$ cat src/rtl/seq_sub_pkg.sv
// Shared definitions for the multi-cycle subtractor.
//   - Default operand and chunk widths.
//   - FSM state type.
//   - idx_width(): width of the chunk index, clog2(NCHUNK) with a minimum of 1.
// Optional feature macro used by the top: SEQ_SUB_FLAGS_EN.
package seq_sub_pkg;

    localparam int unsigned DEF_WIDTH   = 32;
    localparam int unsigned DEF_CHUNK_W = 8;

    typedef enum logic [1:0] {
        StIdle,
        StBusy,
        StDone
    } state_e;

    // A single-chunk configuration still needs a 1-bit index register.
    function automatic int unsigned idx_width(input int unsigned nchunk);
        return (nchunk > 1) ? $clog2(nchunk) : 1;
    endfunction

endpackage

$ cat src/rtl/sub_chunk.sv
// Combinational CHUNK_W-bit add slice: {co, s} = x + y + ci.
// The top feeds it a and ~b so that, with the carry chain, it subtracts.
// Ports:
//   x, y  [W-1:0]  slice operands
//   ci             carry-in
//   s     [W-1:0]  slice sum
//   co             carry-out
// Optional feature macro: none (SEQ_SUB_FLAGS_EN lives in the top).
module sub_chunk #(
    parameter int unsigned W = 8
) (
    input  logic [W-1:0] x,
    input  logic [W-1:0] y,
    input  logic         ci,
    output logic [W-1:0] s,
    output logic         co
);

    logic [W:0] sum;

    assign sum      = {1'b0, x} + {1'b0, y} + {{W{1'b0}}, ci};
    assign {co, s}  = sum;

endmodule

$ cat src/rtl/seq_sub_32bit.sv
// Multi-cycle subtractor: diff = a - b - bin (mod 2^WIDTH), CHUNK_W bits per clock,
// computed as a + ~b + ~bin through a carry register. Valid/ready on both sides.
// Ports:
//   clk, rst             clock, synchronous active-high reset
//   in_valid, in_ready   operand handshake (in_ready high only in idle)
//   a, b, bin            minuend, subtrahend, borrow-in
//   out_valid, out_ready result handshake
//   diff, bout           difference and borrow-out (1 iff a < b + bin, unsigned)
//   zero, neg, ovf       result flags, present only with SEQ_SUB_FLAGS_EN defined
// Optional feature macro: SEQ_SUB_FLAGS_EN.
module seq_sub_32bit
    import seq_sub_pkg::*;
#(
    parameter int unsigned WIDTH   = DEF_WIDTH,
    parameter int unsigned CHUNK_W = DEF_CHUNK_W
) (
    input  logic             clk,
    input  logic             rst,
    input  logic             in_valid,
    output logic             in_ready,
    input  logic [WIDTH-1:0] a,
    input  logic [WIDTH-1:0] b,
    input  logic             bin,
    output logic             out_valid,
    input  logic             out_ready,
    output logic [WIDTH-1:0] diff,
    output logic             bout
`ifdef SEQ_SUB_FLAGS_EN
    ,
    output logic             zero,
    output logic             neg,
    output logic             ovf
`endif
);

    localparam int unsigned NCHUNK = WIDTH / CHUNK_W;
    localparam int unsigned IDX_W  = idx_width(NCHUNK);
    localparam logic [IDX_W-1:0] LAST_IDX = IDX_W'(NCHUNK - 1);

    state_e             state;
    logic [WIDTH-1:0]   a_q;
    logic [WIDTH-1:0]   nb_q;       // subtrahend stored already inverted
    logic               carry;
    logic [IDX_W-1:0]   idx;

    logic [CHUNK_W-1:0] x_sl;
    logic [CHUNK_W-1:0] y_sl;
    logic [CHUNK_W-1:0] s_sl;
    logic               co;
    logic [WIDTH-1:0]   diff_next;

    always_comb begin
        x_sl = a_q[int'(idx)*CHUNK_W +: CHUNK_W];
        y_sl = nb_q[int'(idx)*CHUNK_W +: CHUNK_W];
    end

    sub_chunk #(
        .W (CHUNK_W)
    ) u_sub_chunk (
        .x  (x_sl),
        .y  (y_sl),
        .ci (carry),
        .s  (s_sl),
        .co (co)
    );

    // Full result as it will look once the current slice is written.
    always_comb begin
        diff_next = diff;
        diff_next[int'(idx)*CHUNK_W +: CHUNK_W] = s_sl;
    end

    always_ff @(posedge clk) begin
        if (rst) begin
            state     <= StIdle;
            in_ready  <= 1'b1;
            out_valid <= 1'b0;
            a_q       <= '0;
            nb_q      <= '0;
            carry     <= 1'b0;
            idx       <= '0;
            diff      <= '0;
            bout      <= 1'b0;
`ifdef SEQ_SUB_FLAGS_EN
            zero      <= 1'b0;
            neg       <= 1'b0;
            ovf       <= 1'b0;
`endif
        end else begin
            unique case (state)
                StIdle: begin
                    if (in_valid) begin
                        a_q      <= a;
                        nb_q     <= ~b;
                        carry    <= ~bin;
                        idx      <= '0;
                        in_ready <= 1'b0;
                        state    <= StBusy;
                    end
                end
                StBusy: begin
                    diff  <= diff_next;
                    carry <= co;
                    if (idx == LAST_IDX) begin
                        idx       <= '0;
                        state     <= StDone;
                        out_valid <= 1'b1;
                        // No final carry out of a + ~b + ~bin means a borrow occurred.
                        bout      <= ~co;
`ifdef SEQ_SUB_FLAGS_EN
                        zero      <= (diff_next == '0);
                        neg       <= diff_next[WIDTH-1];
                        // nb_q holds ~b, so equal MSBs here mean a and b differ in sign.
                        ovf       <= (a_q[WIDTH-1] == nb_q[WIDTH-1]) &&
                                     (diff_next[WIDTH-1] != a_q[WIDTH-1]);
`endif
                    end else begin
                        idx <= idx + IDX_W'(1);
                    end
                end
                StDone: begin
                    if (out_ready) begin
                        out_valid <= 1'b0;
                        in_ready  <= 1'b1;
                        state     <= StIdle;
                    end
                end
                default: begin
                    state     <= StIdle;
                    in_ready  <= 1'b1;
                    out_valid <= 1'b0;
                end
            endcase
        end
    end

endmodule

$ cat config.mk
export PLATFORM = sky130hd
export DESIGN_NAME = seq_sub_32bit
export DESIGN_NICKNAME = d
export VERILOG_FILES = /design/src/rtl/seq_sub_pkg.sv /design/src/rtl/sub_chunk.sv /design/src/rtl/seq_sub_32bit.sv
export SDC_FILE = /design/constraint.sdc
export NUM_CORES = 1
export LEC_CHECK = 0
export ABC_AREA = 1
export BUFFER_PORTS_ARGS = -buffer_cell sky130_fd_sc_hd__buf_2
export CAP_MARGIN = 20
export CORE_ASPECT_RATIO = 1.5
export CORE_MARGIN = 3
export CORE_UTILIZATION = 55
export DETAILED_ROUTE_END_ITERATION = 6
export GPL_TIMING_DRIVEN = 0
export PLACE_DENSITY = 0.81
export SLEW_MARGIN = 20
export SYNTH_ARGS = -nofsm -noshare
export SYNTH_HDL_FRONTEND = slang
export SYNTH_SLANG_ARGS = --single-unit
$ cat constraint.sdc
create_clock -name clk -period 4.7 [get_ports clk]
set_input_delay 0.235 -clock clk [delete_from_list [all_inputs] [get_ports clk]]
set_output_delay 0.235 -clock clk [all_outputs]
set_load 0.02 [all_outputs]
==> results of run 1 <==
-- critical path: cells and delay by family, from the launching register on --
kind | cells | cell delay (ns)
adders and majority gates | 2 | 0.86
buffers and inverters | 2 | 0.54
AOI/OAI and AO/OA | 3 | 0.42
and+or+nand+nor | 8 | 0.83
DFF | 1 | 0.57
-- power groups by stage --
stage	Sequential, mW	Clock (mW)	Combinational [mW]
after floorplan	0.988	0	0.274
after global placement	0.992	0	0.403
after detailed placement	0.993	0	0.410
after CTS	0.974	0.746	0.416
after global routing	0.979	0.781	0.471
final	0.975	0.744	0.419
-- cell type report --
cell class	count	area [µm²]	share of cell area [%]
multi-input combinational	429	2150	39.7
buffer	36	148	2.73
clock inverter	7	70.1	1.30
timing repair buffer	102	510	9.46
sequential	104	2080	38.6
clock buffer	9	225	4.17
inverter	24	90.1	1.67
tap	102	128	2.36
-- flip-flops by register name, indices dropped and copies added, names as in the netlist --
| signal | flops |
|---|---|
| a_q | 32 |
| diff | 32 |
| nb_q | 32 |
| idx | 2 |
| state | 2 |
| bout | 1 |
| carry | 1 |
| in_ready | 1 |
| out_valid | 1 |
-- cells in the mapped netlist --
master      n  area share [%]
nor2_1    112             9.4
dfxtp_1   104              47
o21ai_0    89              10
nand2_1    76             6.4
a21oi_1    68             7.6
clkbuf_1   24             2.0
inv_1      21             1.8
o22ai_1    16             2.2
nand3_1    15             1.7
ha_1       13             3.6
o21ai_1    12             1.3
buf_2      10             1.1
nand4_1     7            0.98
a22oi_1     4            0.67
inv_2       3            0.25
o21a_1      3            0.50
buf_1       2            0.17
fa_1        2            0.90
nand2_2     2            0.28
nor2_2      2            0.28
xor2_1      2            0.39
nand2_4     1            0.25
nor2_4      1            0.25
nor2_8      1            0.45
nor3_1      1            0.11
nor4_4      1            0.48
xnor2_1     1            0.20
-- final timing paths --
kind / startpoint / end / cells after the start
worst max-delay path: idx[1] / diff[30] / 15
worst min-delay path: b[4] / nb_q[4] / 2
worst max register to register: idx[1] / diff[30] / 15
worst min register to register: diff[20] / diff[20] / 2
-- kinds of logic after synthesis --
logic type | count (synthesis) | share of synthesized area (%)
xor gates and xnor gates | 3 | 0.589
buffers and inverters | 60 | 5.32
and+or+nand+nor | 219 | 20.6
adders and majority gates | 15 | 4.54
AOI/OAI and AO/OA | 192 | 22.4
DFF | 104 | 46.6
-- layout by cell type (no fill, tap or decap), types with 4 or more instances in the layout --
cell type    n
buf_2      112
o21ai_0     89
a22oi_1      4
nand4_1      7
nand3_1     15
clkbuf_16    9
o22ai_1     16
nand2_1     76
clkbuf_1    24
o21ai_1     12
a21oi_1     68
nor2_1     112
dfxtp_1    104
inv_1       21
ha_1        13
-- metal layers --
| layer | wire length (µm) | vias up | global-route usage [%] |
|---|---|---|---|
| li1 | - | 2223 | - |
| met1 | 4780 | 2068 | 31.0 |
| met2 | 6430 | 169 | 50.2 |
| met3 | 707 | 38 | 5.40 |
| met4 | 453 | 0 | 13.9 |
| met5 | 0 | - | 0 |
-- per-stage QoR --
step / power, mW / hold slack, ns / instances
CTS: 2.14 / 0.0402 / 813
floorplan: 1.26 / 0.325 / 593
detailed placement: 1.40 / 0.413 / 797
global route: 2.23 / 0.0490 / 813
finish: 2.14 / 0.0394 / 813
global placement: 1.39 / 0.409 / 797
==> impl_results.html, run 1 <==
<table>
<tr><th>Metric</th><th>Value</th></tr>
<tr><th colspan="2">Die</th></tr>
<tr><td>Site row count</td><td>39</td></tr>
<tr><td>Die Span Y</td><td>116 µm</td></tr>
<tr><td>Total core area</td><td>7760 µm²</td></tr>
<tr><td>Die X-Extent</td><td>79.6 µm</td></tr>
<tr><td>Starting utilization of the core area</td><td>57.6%</td></tr>
<tr><td>I/O pin count</td><td>104</td></tr>
<tr><td>Die ar.</td><td>9260 µm²</td></tr>
<tr><th colspan="2">CTS</th></tr>
<tr><td>Number of resized instances in the post-cts repair step</td><td>0</td></tr>
<tr><td>Clock transition at the registers of the reported paths</td><td>0.07 ns</td></tr>
<tr><td>Clock tree from TritonCTS</td><td>yes</td></tr>
<tr><td>Total CTS buffers</td><td>9</td></tr>
<tr><td>H-tree depth reported by CTS</td><td>3</td></tr>
<tr><td>Insertion delay of the later-clocked pin in the worst-skew pair</td><td>0.36 ns</td></tr>
<tr><td>Total of hold buffers inserted after clock tree synthesis</td><td>0</td></tr>
<tr><td>TritonCTS Sinks</td><td>104</td></tr>
<tr><td>Clk buf depth</td><td>2</td></tr>
<tr><td>Buffer cell driving the clock tree root</td><td>clkbuf_16</td></tr>
<tr><td>Count of buffers added by post-CTS timing repair for setup</td><td>0</td></tr>
<tr><th colspan="2">STA</th></tr>
<tr><td>Number of max-slew violations in the final report</td><td>0</td></tr>
<tr><td>Min Clock Period, post-route</td><td>3.29 ns</td></tr>
<tr><td>Post-Route Skew</td><td>0.00977 ns</td></tr>
<tr><td>Setup-violating endpoint count in the final report</td><td>0</td></tr>
<tr><td>Setup repair after global routing missed its margin</td><td>no</td></tr>
<tr><td>Pin slew with the least headroom to its limit</td><td>0.527 ns</td></tr>
<tr><td>Final hold vios</td><td>0</td></tr>
<tr><td>Final critical-path share of the clock period</td><td>70.0%</td></tr>
<tr><td>Final critical-path setup slack</td><td>1.41 ns</td></tr>
<tr><td>Fmax</td><td>0.304 GHz</td></tr>
<tr><td>Max_slew headroom</td><td>64.9%</td></tr>
<tr><td>Total Neg Setup Slack</td><td>0 ns</td></tr>
<tr><th colspan="2">Synthesis</th></tr>
<tr><td>Gate count of the mapped netlist</td><td>593</td></tr>
<tr><td>Syn nets</td><td>677</td></tr>
<tr><td>Seq cells post-synth</td><td>104</td></tr>
<tr><td>Cell area after technology mapping</td><td>4470 µm²</td></tr>
<tr><td>Yosys warnings</td><td>0</td></tr>
<tr><td>Netlist cell types</td><td>27</td></tr>
<tr><td>Sequential share of the synthesized area</td><td>46.6%</td></tr>
<tr><td>Avg Cell Area, Syn</td><td>7.53 µm²</td></tr>
<tr><th colspan="2">Route</th></tr>
<tr><td>Post-detailed-route DRC marker count</td><td>0</td></tr>
<tr><td>Detailed-route via count</td><td>4498</td></tr>
<tr><td>Antenna violation net count after detailed routing</td><td>0</td></tr>
<tr><td>Aggregate routed wire length</td><td>12.4 mm</td></tr>
<tr><td>Detailed-route vias per instance</td><td>5.53</td></tr>
<tr><td>Initial drt markers</td><td>275</td></tr>
<tr><td>First-pass iteration count of the detailed router</td><td>5</td></tr>
<tr><td>Final routed wire length divided by cell count</td><td>15.2 µm</td></tr>
<tr><th colspan="2">Outcome</th></tr>
<tr><td>Status</td><td>completed</td></tr>
<tr><th colspan="2">Finish</th></tr>
<tr><td>Share of layout cells above drive strength 1</td><td>19.5%</td></tr>
<tr><td>Final core area utilization</td><td>69.6%</td></tr>
<tr><td>Layout overhead on the synthesized area</td><td>20.9%</td></tr>
<tr><td>Post-layout nets</td><td>790</td></tr>
<tr><td>Design area</td><td>5400 µm²</td></tr>
<tr><td>Final antenna diode count</td><td>0</td></tr>
<tr><td>Fill cell total of the finished layout</td><td>664</td></tr>
<tr><th colspan="2">Power</th></tr>
<tr><td>Fraction of power spent switching nets</td><td>30.1%</td></tr>
<tr><td>Clk network pwr share</td><td>34.8%</td></tr>
<tr><td>Worst vdd ir</td><td>0.000305 V</td></tr>
<tr><td>Pwr Density</td><td>396 nW/µm²</td></tr>
<tr><td>Part of the total power dissipated in combinational logic</td><td>19.6%</td></tr>
<tr><td>Cell internal pwr</td><td>1.49 mW</td></tr>
<tr><td>Flop pwr share</td><td>45.6%</td></tr>
<tr><td>Cell leakage power</td><td>2.38 nW</td></tr>
<tr><td>Reported net switching power</td><td>0.644 mW</td></tr>
<tr><th colspan="2">Global route</th></tr>
<tr><td>Remaining Overflow, GRT</td><td>0</td></tr>
<tr><td>Via count of the first global-routing pass</td><td>4294</td></tr>
<tr><td>Number of antenna violations at the first check in global routing</td><td>0</td></tr>
<tr><td>First-pass GRT wire length</td><td>20.0 mm</td></tr>
<tr><td>Gr usage total</td><td>27.9%</td></tr>
<tr><td>Pin count of the biggest net entering global routing</td><td>18</td></tr>
<tr><th colspan="2">Critical path</th></tr>
<tr><td>Slowest stage cell, crit path</td><td>dfxtp_1</td></tr>
<tr><td>Cell repeated most along the worst path</td><td>nand2_1</td></tr>
<tr><td>Arrival time reported for the critical path endpoint</td><td>3.58 ns</td></tr>
<tr><td>Cells along the critical path</td><td>inv_1 -&gt; clkbuf_1 -&gt; o21ai_1 -&gt; o22ai_1 -&gt; fa_1 -&gt; fa_1 -&gt; nand2_1 -&gt; nand2_1 -&gt; nand3_1 -&gt; nand2_1 -&gt; nand2_1 -&gt; nand3_1 -&gt; nor2_1 -&gt; nand2_1 -&gt; a21oi_1</td></tr>
<tr><td>Largest fanout on the critical path</td><td>12</td></tr>
<tr><td>Peak per-stage delay on the critical path</td><td>0.57 ns</td></tr>
<tr><td>Critical Setup Path Class</td><td>flop to flop</td></tr>
<tr><td>R2R Setup Slk</td><td>1.41 ns</td></tr>
<tr><td>Required time at the endpoint of the critical path</td><td>4.99 ns</td></tr>
<tr><td>Type of destination of the critical path</td><td>flop</td></tr>
<tr><td>Setup crit start kind</td><td>flop</td></tr>
<tr><th colspan="2">Place</th></tr>
<tr><td>Weighted congestion at the end of routability-driven global placement</td><td>0.911</td></tr>
<tr><td>Placed inst area</td><td>5100 µm²</td></tr>
<tr><td>Dpl hpwl</td><td>9.42 mm</td></tr>
<tr><td>Post-Place Setup Slack</td><td>1.47 ns</td></tr>
<tr><td>Count of buffers from port buffering</td><td>102</td></tr>
<tr><th colspan="2">Run</th></tr>
<tr><td>Number of max-capacitance violations reported</td><td>0</td></tr>
<tr><th colspan="2">Min path</th></tr>
<tr><td>Worst min path class</td><td>input pin to flop</td></tr>
</table>
Note: power is estimated with default switching activity, not from simulation.
==> run 2: changes to the inputs <==
Settings changed: ABC_AREA 1 to 0, CORE_UTILIZATION 55 to 53, PLACE_DENSITY 0.81 to 0.79.
Clock period 4.7 ns to 3.45 ns, I/O delays scaled along.
==> impl_results.html, run 2 <==
<table>
<tr><th>Metric</th><th>Value</th></tr>
<tr><th colspan="2">Outcome</th></tr>
<tr><td>Status</td><td>completed</td></tr>
<tr><th colspan="2">Route</th></tr>
<tr><td>Aggregate routed wire length</td><td>11.5 mm (-6.9%)</td></tr>
<tr><td>Sum of met2 wire segment lengths after detailed routing</td><td>6.25 mm (-2.9%)</td></tr>
<tr><td>Detailed-route vias per instance</td><td>5.55 (+0.37%)</td></tr>
<tr><td>First-pass iteration count of the detailed router</td><td>4 (-1)</td></tr>
<tr><td>Detailed-route via count</td><td>3887 (-14%)</td></tr>
<tr><td>Top routing layer in use</td><td>met4</td></tr>
<tr><td>Initial drt markers</td><td>182 (-34%)</td></tr>
<tr><td>Amount of wire on met3 after detailed routing</td><td>590 µm (-17%)</td></tr>
<tr><td>Final routed wire length divided by cell count</td><td>16.5 µm (+8.1%)</td></tr>
<tr><td>Met1 Routed Length</td><td>4.42 mm (-7.6%)</td></tr>
<tr><td>Antenna violation net count after detailed routing</td><td>0 (unchanged)</td></tr>
<tr><td>Post-detailed-route DRC marker count</td><td>0 (unchanged)</td></tr>
<tr><th colspan="2">Power</th></tr>
<tr><td>Worst vdd ir</td><td>0.000332 V (+8.7%)</td></tr>
<tr><td>Pwr Density</td><td>494 nW/µm² (+25%)</td></tr>
<tr><td>Cell leakage power</td><td>2.33 nW (-2.4%)</td></tr>
<tr><th colspan="2">STA</th></tr>
<tr><td>Setup repair after global routing missed its margin</td><td>no</td></tr>
<tr><td>Final critical-path share of the clock period</td><td>95.1% (+25 points)</td></tr>
<tr><td>Final hold vios</td><td>0 (unchanged)</td></tr>
<tr><td>Final critical-path setup slack</td><td>0.171 ns (-1.24 ns)</td></tr>
<tr><td>Min Clock Period, post-route</td><td>3.28 ns (-0.0121 ns)</td></tr>
<tr><td>Number of max-slew violations in the final report</td><td>0 (unchanged)</td></tr>
<tr><td>Setup-violating endpoint count in the final report</td><td>0 (unchanged)</td></tr>
<tr><td>Pin slew with the least headroom to its limit</td><td>0.572 ns (+0.0458 ns)</td></tr>
<tr><td>Post-Route Skew</td><td>0.00653 ns (-0.00324 ns)</td></tr>
<tr><td>Fmax</td><td>0.305 GHz (+0.37%)</td></tr>
<tr><td>Max_slew headroom</td><td>61.8% (-3.1 points)</td></tr>
<tr><th colspan="2">Die</th></tr>
<tr><td>Die X-Extent</td><td>80.6 µm (+1.3%)</td></tr>
<tr><td>Starting utilization of the core area</td><td>54.9% (-2.7 points)</td></tr>
<tr><td>Die ar.</td><td>9500 µm² (+2.6%)</td></tr>
<tr><td>Die Span Y</td><td>118 µm (+1.3%)</td></tr>
<tr><td>Total core area</td><td>8060 µm² (+3.9%)</td></tr>
<tr><td>I/O pin count</td><td>104 (unchanged)</td></tr>
<tr><td>Site row count</td><td>40 (+2.6%)</td></tr>
<tr><th colspan="2">CTS</th></tr>
<tr><td>Count of buffers added by post-CTS timing repair for setup</td><td>0 (unchanged)</td></tr>
<tr><td>TritonCTS Sinks</td><td>104 (unchanged)</td></tr>
<tr><td>Clk buf depth</td><td>2 (unchanged)</td></tr>
<tr><td>Insertion delay of the later-clocked pin in the worst-skew pair</td><td>0.35 ns (about the same)</td></tr>
<tr><td>H-tree depth reported by CTS</td><td>3 (unchanged)</td></tr>
<tr><td>Clock transition at the registers of the reported paths</td><td>0.06 ns (about the same)</td></tr>
<tr><td>Clock tree from TritonCTS</td><td>yes</td></tr>
<tr><td>Buffer cell driving the clock tree root</td><td>clkbuf_16</td></tr>
<tr><td>Total CTS buffers</td><td>9 (unchanged)</td></tr>
<tr><th colspan="2">Synthesis</th></tr>
<tr><td>Sequential share of the synthesized area</td><td>47.1% (+0.45 points)</td></tr>
<tr><td>Syn nets</td><td>544 (-20%)</td></tr>
<tr><td>Largest cells by area after synthesis</td><td>dfxtp_1, mux4_2, nand2_1</td></tr>
<tr><td>Portion of synthesized cell area occupied by the leading cell type</td><td>47.1% (+0.45 points)</td></tr>
<tr><td>Fraction of registers with async set/reset</td><td>0% (unchanged)</td></tr>
<tr><td>Gate count of the mapped netlist</td><td>460 (-22%)</td></tr>
<tr><td>Cell area after technology mapping</td><td>4420 µm² (-0.95%)</td></tr>
<tr><td>Netlist cell types</td><td>43 (+59%)</td></tr>
<tr><td>Yosys warnings</td><td>0 (unchanged)</td></tr>
<tr><td>Seq cells post-synth</td><td>104 (unchanged)</td></tr>
<tr><td>Cell taking the most area after synthesis</td><td>dfxtp_1</td></tr>
<tr><td>Most used standard cell by instance count after synthesis</td><td>dfxtp_1</td></tr>
<tr><td>Dominant synthesized flop cell</td><td>dfxtp_1</td></tr>
<tr><td>Count of flip-flops with a built-in enable after synthesis</td><td>0 (unchanged)</td></tr>
<tr><td>Most common library cells after synthesis</td><td>dfxtp_1, nand2_1, nor2_1</td></tr>
<tr><td>Avg Cell Area, Syn</td><td>9.62 µm² (+28%)</td></tr>
<tr><th colspan="2">Global route</th></tr>
<tr><td>Via count of the first global-routing pass</td><td>3968 (-7.6%)</td></tr>
<tr><td>Remaining Overflow, GRT</td><td>0 (unchanged)</td></tr>
<tr><td>Gr usage total</td><td>25.4% (-2.4 points)</td></tr>
<tr><td>Pin count of the biggest net entering global routing</td><td>20 (+2)</td></tr>
<tr><td>First-pass GRT wire length</td><td>18.6 mm (-6.8%)</td></tr>
<tr><td>Number of antenna violations at the first check in global routing</td><td>0 (unchanged)</td></tr>
<tr><th colspan="2">Run</th></tr>
<tr><td>Number of max-capacitance violations reported</td><td>0 (unchanged)</td></tr>
<tr><th colspan="2">Finish</th></tr>
<tr><td>Top flop regs</td><td>a_q: 32 flops, diff: 32 flops, nb_q: 32 flops</td></tr>
<tr><td>Share of layout cells above drive strength 1</td><td>25.9% (+6.3 points)</td></tr>
<tr><td>Most common library cell in the layout ignoring fill and taps</td><td>buf_2</td></tr>
<tr><td>Commonest cells after routing, fill and taps aside</td><td>buf_2, dfxtp_1, nand2_1</td></tr>
<tr><td>Post-layout nets</td><td>674 (-15%)</td></tr>
<tr><td>Fill cell total of the finished layout</td><td>632 (-4.8%)</td></tr>
<tr><td>Layout overhead on the synthesized area</td><td>26.2%</td></tr>
<tr><td>Final antenna diode count</td><td>0 (unchanged)</td></tr>
<tr><td>Final core area utilization</td><td>69.3% (-0.30 points)</td></tr>
<tr><th colspan="2">Min path</th></tr>
<tr><td>Min-delay src</td><td>b[14]</td></tr>
<tr><td>Worst min path class</td><td>input pin to flop</td></tr>
<tr><th colspan="2">Critical path</th></tr>
<tr><td>CP startpoint</td><td>idx[0]</td></tr>
<tr><td>Required time at the endpoint of the critical path</td><td>3.67 ns (-1.32 ns)</td></tr>
<tr><td>Type of destination of the critical path</td><td>flop</td></tr>
<tr><td>Setup crit start kind</td><td>flop</td></tr>
<tr><td>Largest fanout on the critical path</td><td>19 (+7)</td></tr>
<tr><td>Arrival time reported for the critical path endpoint</td><td>3.50 ns (-0.08 ns)</td></tr>
<tr><td>Worst reg2reg path startpoint</td><td>idx[0]</td></tr>
<tr><td>Critical Setup Path Class</td><td>flop to flop</td></tr>
<tr><th colspan="2">Place</th></tr>
<tr><td>Dpl hpwl</td><td>8.68 mm (-7.8%)</td></tr>
<tr><td>Post-Place Setup Slack</td><td>-0.311 ns (-1.78 ns)</td></tr>
<tr><td>Weighted congestion at the end of routability-driven global placement</td><td>0.881 (-3.4%)</td></tr>
<tr><td>Count of buffers from port buffering</td><td>102 (unchanged)</td></tr>
</table>
[run 2: cell types whose count changed after synthesis, moves of 16 or more]
cell and delta:
a211oi_1 +33, o21ai_0 -85, a22oi_1 +24, nor2_1 -47
a21oi_1 -28, mux4_2 +16
[run 2: timing repair]
| action | in CTS | in global routing |
|---|---|---|
| resized for setup | 1 | 5 |
| endpoints found under the hold margin | 19 | 0 |
| pin swaps | 0 | 0 |
| endpoints found under the setup margin | 12 | 5 |
| hold buffers | 19 | 0 |
[run 2: kinds of logic (layout without fill, tap and decap cells)]
family | count (synthesis) | count (layout) | synth area share [%]
and+or+nand+nor | 162 | 162 | 17.3
AOI/OAI and AO/OA | 119 | 119 | 17.7
DFF | 104 | 104 | 47.1
buffers and inverters | 37 | 172 | 3.73
muxes | 18 | 18 | 8.60
adders and majority gates | 15 | 15 | 4.58
xor gates and xnor gates | 5 | 5 | 0.990
[run 2: worst max-delay path, cell delays in order (launching register included)]
cell,delay (ns)
dfxtp_1,0.44
buf_12,0.23
mux4_2,0.57
fa_1,0.47
fa_1,0.43
a21o_1,0.23
a221oi_2,0.33
o21a_1,0.21
o221a_2,0.19
nor2_1,0.04
[run 2: per-stage QoR]
| stage | setup TNS, ns | hold slack [ns] | power [mW] | std cells | area, µm² |
|---|---|---|---|---|---|
| after floorplan | 0 | 0.268 | 1.58 | 460 | 4420 |
| after global placement | -1.15 | 0.351 | 1.70 | 667 | 5060 |
| after detailed placement | -1.73 | 0.355 | 1.72 | 667 | 5060 |
| after CTS | 0 | 0.000236 | 2.76 | 700 | 5560 |
| after global routing | 0 | 0.00109 | 2.87 | 700 | 5580 |
| final | 0 | 0.00549 | 2.76 | 700 | 5580 |
[run 2: area by class of cell]
| class | count | area [µm²] | area share [%] |
|---|---|---|---|
| multi-input combinational | 319 | 2190 | 39.2 |
| timing repair buffer | 121 | 701 | 12.6 |
| sequential | 104 | 2080 | 37.3 |
| clock buffer | 11 | 253 | 4.53 |
| clock inverter | 5 | 55.1 | 0.986 |
| tap | 105 | 131 | 2.35 |
| inverter | 6 | 22.5 | 0.403 |
| buffer | 29 | 149 | 2.67 |
[run 2: path summary, 6_finish.rpt]
path,to,slack (ns),depth (start not counted)
worst max register to register,carry,0.17,9
worst min-delay path,nb_q[14],0.005,2
worst min register to register,a_q[24],0.46,2
worst max-delay path,carry,0.17,9
[run 2: where the power goes]
part	internal, mW	total, mW	switching (mW)
logic	0.179	0.418	0.240
registers	1.26	1.30	0.0354
clock network	0.599	1.04	0.443
[run 2: per-layer routing]
layer	track usage [%]	vias up
met4	9.20	0
met5	0	-
met1	27.9	1855
li1	-	1899
met2	46.3	110
met3	5.82	23
